$ cat config.mk
export PLATFORM = sky130hd
export DESIGN_NAME = fp32_div_round_pack
export DESIGN_NICKNAME = d
export VERILOG_FILES = /design/src/rtl/fp32_div_round_pack.sv
export SDC_FILE = /design/constraint.sdc
export NUM_CORES = 1
export LEC_CHECK = 0
export CORE_ASPECT_RATIO = 0.7
export CORE_UTILIZATION = 50
export DETAILED_ROUTE_END_ITERATION = 8
export HOLD_SLACK_MARGIN = 0.02
export PLACE_DENSITY = 0.81
export SLEW_MARGIN = 20
export SYNTH_ARGS = -nofsm -noshare
export SYNTH_HDL_FRONTEND = slang
export SYNTH_SLANG_ARGS = --single-unit
$ cat constraint.sdc
create_clock -name clk -period 3.9 [get_ports clk]
set_clock_uncertainty 0.15 [all_clocks]
set_input_delay 1.17 -clock clk [delete_from_list [all_inputs] [get_ports clk]]
set_output_delay 1.17 -clock clk [all_outputs]
set_load 0.02 [all_outputs]
$ cat src/rtl/fp32_div_round_pack.sv
// -----------------------------------------------------------------------------
// fp32_div_round_pack
//
// Post-divide stage of the single-precision divider. It takes the raw sign,
// exponent, quotient mantissa and sticky bit from the mantissa divider and
// returns a packed fp32 result. Rounding is round-to-nearest-even. Overflow
// saturates to signed infinity. Results below the normal range flush to
// signed zero.
//
// The stage is a two-deep valid/ready pipeline with a throughput of one beat
// per clock:
//   S1 : normalise the quotient and register the class.
//   S2 : round, check range, pack and register onto out_*.
//
// Parameters
//   QNAN_VAL   canonical quiet NaN emitted for the NaN class
//   FTZ        flush-to-zero for sub-normal results (the only mode built)
//
// Ports
//   clk         rising-edge clock
//   rst_n       asynchronous active-low reset
//   in_valid    input beat valid
//   in_ready    stage can accept a beat
//   in_sign     result sign
//   in_exp      10-bit signed biased exponent before normalisation
//   in_mant     quotient, bit25 = integer bit, value in (0.5, 2)
//   in_sticky   divider remainder nonzero
//   in_cls      00 normal, 01 zero, 10 infinity, 11 NaN
//   out_valid   result valid
//   out_ready   consumer accepts result
//   out_result  packed fp32 result
//   out_flags   {OF, UF, NX} for this result
//
// Optional feature (macro FPDIV_STICKY_FLAGS_EN)
//   flag_clr    clears the accumulated flags
//   flag_acc    OR of out_flags over every transferred result since the
//               last clear or reset
// -----------------------------------------------------------------------------
module fp32_div_round_pack #(
    parameter logic [31:0] QNAN_VAL = 32'h7FC0_0000,
    parameter int          FTZ      = 1
) (
    input  logic        clk,
    input  logic        rst_n,
    input  logic        in_valid,
    output logic        in_ready,
    input  logic        in_sign,
    input  logic [9:0]  in_exp,
    input  logic [25:0] in_mant,
    input  logic        in_sticky,
    input  logic [1:0]  in_cls,
    output logic        out_valid,
    input  logic        out_ready,
    output logic [31:0] out_result,
    output logic [2:0]  out_flags
`ifdef FPDIV_STICKY_FLAGS_EN
    ,
    input  logic        flag_clr,
    output logic [2:0]  flag_acc
`endif
);

    typedef enum logic [1:0] {
        CLS_NORMAL = 2'b00,
        CLS_ZERO   = 2'b01,
        CLS_INF    = 2'b10,
        CLS_NAN    = 2'b11
    } cls_t;

    // ------------------------------------------------------------------
    // Handshake
    // ------------------------------------------------------------------
    logic r_s1_valid;
    logic r_out_valid;
    logic w_s2_can_load;
    logic w_s1_load;

    assign w_s2_can_load = !r_out_valid || out_ready;
    assign in_ready      = !r_s1_valid || w_s2_can_load;
    assign w_s1_load     = in_valid && in_ready;

    // ------------------------------------------------------------------
    // S1: normalise
    // The quotient lies in (0.5, 2). When the integer bit is clear, the
    // value is shifted left by one and the exponent is decremented.
    // The exponent carries one extra bit so that the +/-1 adjustments at
    // the ends of the 10-bit input range cannot wrap.
    // ------------------------------------------------------------------
    logic signed [10:0] w_in_exp_ext;
    logic signed [10:0] w_s1_exp;
    logic [22:0]        w_s1_frac;
    logic               w_s1_g;
    logic               w_s1_s;

    assign w_in_exp_ext = signed'({in_exp[9], in_exp});
    assign w_s1_exp     = in_mant[25] ? w_in_exp_ext : (w_in_exp_ext - 11'sd1);
    assign w_s1_frac    = in_mant[25] ? in_mant[24:2] : in_mant[23:1];
    assign w_s1_g       = in_mant[25] ? in_mant[1] : in_mant[0];
    assign w_s1_s       = in_mant[25] ? (in_mant[0] | in_sticky) : in_sticky;

    logic               r_s1_sign;
    cls_t               r_s1_cls;
    logic signed [10:0] r_s1_exp;
    logic [22:0]        r_s1_frac;
    logic               r_s1_g;
    logic               r_s1_s;

    always_ff @(posedge clk or negedge rst_n) begin
        if (!rst_n) begin
            r_s1_valid <= 1'b0;
            r_s1_sign  <= 1'b0;
            r_s1_cls   <= CLS_NORMAL;
            r_s1_exp   <= '0;
            r_s1_frac  <= '0;
            r_s1_g     <= 1'b0;
            r_s1_s     <= 1'b0;
        end else if (in_ready) begin
            // S1 empties or refills whenever it is able to move on.
            r_s1_valid <= in_valid;
            if (w_s1_load) begin
                r_s1_sign <= in_sign;
                r_s1_cls  <= cls_t'(in_cls);
                r_s1_exp  <= w_s1_exp;
                r_s1_frac <= w_s1_frac;
                r_s1_g    <= w_s1_g;
                r_s1_s    <= w_s1_s;
            end
        end
    end

    // ------------------------------------------------------------------
    // S2: round to nearest even, range check, pack
    // {1,frac}+up carries out exactly when the fraction alone carries
    // out. The bit-23 carry of a 24-bit fraction sum is therefore
    // enough. On a carry the remaining fraction bits are already zero.
    // ------------------------------------------------------------------
    logic               w_up;
    logic [23:0]        w_frac_sum;
    logic               w_carry;
    logic signed [10:0] w_exp_rnd;
    logic               w_of;
    logic               w_uf;
    logic               w_nx;
    logic [31:0]        w_uf_result;
    logic [31:0]        w_s2_result;
    logic [2:0]         w_s2_flags;

    assign w_up       = r_s1_g & (r_s1_s | r_s1_frac[0]);
    assign w_frac_sum = {1'b0, r_s1_frac} + {23'b0, w_up};
    assign w_carry    = w_frac_sum[23];
    assign w_exp_rnd  = r_s1_exp + signed'({10'b0, w_carry});
    assign w_of       = (w_exp_rnd >= 11'sd255);
    assign w_uf       = (w_exp_rnd <= 11'sd0);
    assign w_nx       = r_s1_g | r_s1_s;

    // Results below the normal range flush to a signed zero for every
    // FTZ setting.
    generate
        if (FTZ != 0) begin : g_ftz
            assign w_uf_result = {r_s1_sign, 31'h0};
        end else begin : g_no_ftz
            assign w_uf_result = {r_s1_sign, 31'h0};
        end
    endgenerate

    always_comb begin
        w_s2_result = 32'h0;
        w_s2_flags  = 3'b000;
        case (r_s1_cls)
            CLS_ZERO: w_s2_result = {r_s1_sign, 31'h0};
            CLS_INF:  w_s2_result = {r_s1_sign, 8'hFF, 23'h0};
            CLS_NAN:  w_s2_result = QNAN_VAL;
            default: begin
                if (w_of) begin
                    w_s2_result = {r_s1_sign, 8'hFF, 23'h0};
                    w_s2_flags  = 3'b101;
                end else if (w_uf) begin
                    w_s2_result = w_uf_result;
                    w_s2_flags  = 3'b011;
                end else begin
                    w_s2_result = {r_s1_sign, w_exp_rnd[7:0], w_frac_sum[22:0]};
                    w_s2_flags  = {2'b00, w_nx};
                end
            end
        endcase
    end

    logic [31:0] r_out_result;
    logic [2:0]  r_out_flags;

    always_ff @(posedge clk or negedge rst_n) begin
        if (!rst_n) begin
            r_out_valid  <= 1'b0;
            r_out_result <= 32'h0;
            r_out_flags  <= 3'b000;
        end else if (w_s2_can_load) begin
            r_out_valid <= r_s1_valid;
            if (r_s1_valid) begin
                r_out_result <= w_s2_result;
                r_out_flags  <= w_s2_flags;
            end
        end
    end

    assign out_valid  = r_out_valid;
    assign out_result = r_out_result;
    assign out_flags  = r_out_flags;

`ifdef FPDIV_STICKY_FLAGS_EN
    // A clear and a transfer in the same cycle keep only the new flags.
    logic [2:0] r_flag_acc;

    always_ff @(posedge clk or negedge rst_n) begin
        if (!rst_n) begin
            r_flag_acc <= 3'b000;
        end else begin
            r_flag_acc <= (flag_clr ? 3'b000 : r_flag_acc)
                        | ((r_out_valid && out_ready) ? r_out_flags : 3'b000);
        end
    end

    assign flag_acc = r_flag_acc;
`endif

endmodule

==> results_dict.tcl <==
set metrics [dict create \
    outcome "finished clean" \
    hold_viol_final 0 \
    p_per_area_mw_per_mm2 448.4 \
    dp.cells 587 \
    irDropWorstVdd_uv 240.6 \
    drcViolationCount 0 \
    clockBufferDepth 2 \
    final_cell_mix "81 x nand2_1, 79 x clkdlybuf4s50_1, 76 x dfrtp_1" \
    vias 3289 \
    fin_nets 547 \
    syn-instance-count 422 \
    grt_pass1_vias 3165 \
    io_pins 81 \
    min_path_cells 2 \
    grt_pass1_wl_mm 15.32 \
    fillers 630 \
    postLayoutCellArea_mm2 0.005271 \
    slowest_delay_ns 0.62 \
    criticalPathCategory "input pin to output port" \
    yosys_warnings 0 \
    fin_cells 604 \
    cts_root_buf "clkbuf_16" \
    netlist_area_mm2 0.004113 \
    insertion_delay_ns 0.33 \
    hp-start "out_result[16]" \
    cts_resized 0 \
    clkTransAtPathRegs_ns 0.06 \
    wl_per_cell_um 15.59 \
    crit_family "buffers and inverters" \
    final.min_clock_period_ns 3.754 \
    diodes 0 \
    synthTopCellsByArea "dfrtp_1 46%, nand2_1 7.5%, mux2i_1 6.1%, o21ai_0 4.7%, xnor2_1 4.7%" \
    final_common_cell "nand2_1" \
    cp_data_arrival_time_ns 2.43 \
    critPathLaunchType "input pin" \
    switching_share 0.2894 \
    cp_data_required_time_ns 2.58 \
    reg2reg_slack_ns 0.24 \
    routed_wl_mm 9.415 \
    cts_tree "done" \
    yosys.area.top_type "dfrtp_1" \
    syn_nets 471 \
    seq_area_mm2 0.001902 \
    ant_nets 0 \
    die_x_um 110.4 \
    dpl.hpwl_mm 6.633 \
    slowest_stage "clkdlybuf4s50_1" \
    r2r-end "out_result[3]" \
    rr_worst_depth 12 \
    worstMarginPinSlew_ns 0.9522 \
    power_frac_clock 0.372 \
    pre_cts_slack_ns 0.1408 \
    grtUsageTotal 0.2228 \
    hp-class "register to register" \
    maxSlewViolCount 0 \
    postCtsSetupBuffers 0 \
    fmax_ghz 0.2664 \
    via_per_inst 5.445 \
    area_delta_synth_final_pct 28.17 \
    drt_iter0_markers 170 \
    r2r-start "r_s1_frac[9]" \
    synth-seq-area-share 0.4624 \
    gp_congestion 0.8309 \
    multi_input_area_mm2 0.002071 \
    p_int_w 0.001680 \
    h-tree-depth 3 \
    slew_headroom 0.3652 \
    core_mm2 0.007905 \
    place_area_mm2 0.004931 \
    synth_top_area_frac 0.4624 \
    async_reset_ff_frac 1.000 \
    power.leakage_nw 2.212 \
    power.switching_w 0.0006841 \
    worstHoldEndpoint "out_result[16]" \
    first_pass_iters 4 \
    path_max_fanout 3 \
    grt_max_degree 77 \
    post-route-period-util 0.9626 \
    drive_above_1_share 0.1133 \
    cts_inserted_buffers 9 \
    grt-ovfl-total 0 \
    setup_ws_ns 0.1459 \
    die-area_mm2 0.008598 \
    finalSetupViolations 0 \
    syn_avg_cell_area_um2 9.746 \
    crit_top_cell "clkdlybuf4s50_1" \
    pwr-share-seq 0.420 \
    synth-seq-cells 76 \
    combPwrFrac 0.208 \
    io_buffers 80 \
    ys_types 46 \
    critPathBufInv 2 \
    drv_cap 0 \
    holdBufCountCts 0 \
    final_util 0.6668 \
    p_total_w 0.002364 \
    synth_edf_count 0 \
    antenna_found_initial 0 \
    initial_core_util 0.5203 \
    end_kind "output port" \
    cts_sinks 76 \
    ys.flop_type "dfrtp_1" \
    num_rows 27 \
    chipHeight_um 77.88 \
    crit_chain "clkdlybuf4s50_1 -> nand3b_1 -> clkdlybuf4s50_1" \
]
## tightest hold or removal path, cell delays in order (launching register included)
cell and delay [ns]:
dfrtp_1 0.34, nand2_1 0.06, o21ai_2 0.05
## layout make-up
cell class	instances	area share
tap	101	0.02397
clock buffer	10	0.04344
inverter	5	0.003560
sequential	76	0.3608
timing repair buffer	85	0.1586
clock inverter	6	0.01685
multi-input combinational	321	0.3928
## worst max-delay path by stage
| stage | startpoint | to | slack, ns | cells past startpoint |
|---|---|---|---|---|
| final | out_ready | in_ready | 0.15 | 3 |
| after global placement | out_ready | in_ready | 0.18 | 3 |
| after detailed placement | out_ready | in_ready | 0.14 | 3 |
| after CTS | out_ready | in_ready | 0.13 | 3 |
| after global routing | r_s1_frac[9] | out_result[2] | -0.01 | 12 |
| after floorplan | r_s1_s | out_result[22] | 0.71 | 13 |
## kinds of logic (layout without fill, tap and decap cells)
family | count (synthesis) | in the layout | synth area share
and+or+nand+nor | 163 | 164 | 0.1859
AOI/OAI and AO/OA | 85 | 85 | 0.1442
DFF | 76 | 76 | 0.4624
xor gates and xnor gates | 39 | 39 | 0.08305
muxes | 28 | 28 | 0.06906
buffers and inverters | 26 | 106 | 0.04016
adders and majority gates | 5 | 5 | 0.01521
## metal layers
layer | up-vias | global-route usage | wire length [um]
met2 | 115 | 0.3416 | 4247
met4 | 0 | 0.07867 | 163
met5 | - | 0 | 0
met1 | 1547 | 0.3134 | 4472
li1 | 1610 | - | -
met3 | 17 | 0.04688 | 532
## sequential cells by signal, indices dropped and copies added (netlist names)
signal / count
out_flags: 3
out_result: 32
out_valid: 1
r_s1_cls: 2
r_s1_exp: 11
r_s1_frac: 23
r_s1_g: 1
r_s1_s: 1
r_s1_sign: 1
r_s1_valid: 1
## synthesized netlist by cell type (all sizes together), types with 7 or more instances
cell    instances
xor2           17
and3            9
buf            10
nor2           22
clkbuf         11
mux2i          25
dfrtp          76
xnor2          22
o21ai          59
nand3          18
a21oi          11
nand2          82
nor3            7
## metrics by stage
stage               hold WS, ns  setup TNS (ns)
floorplan                0.3063               0
global placement         0.3056               0
detailed placement       0.3206               0
CTS                      0.3332               0
global route             0.3524        -0.01292
finish                   0.3315               0
## power groups by stage
stage | registers [W] | clock network (W) | logic [W]
6_report | 0.000993 | 0.000879 | 0.000492
4_1_cts | 0.000990 | 0.000888 | 0.000488
5_1_grt | 0.00101 | 0.000925 | 0.000536
2_1_floorplan | 0.00102 | 0 | 0.000261
3_3_place_gp | 0.000996 | 0 | 0.000472
3_5_place_dp | 0.00100 | 0 | 0.000485
Power figures use the tool's default switching activity.
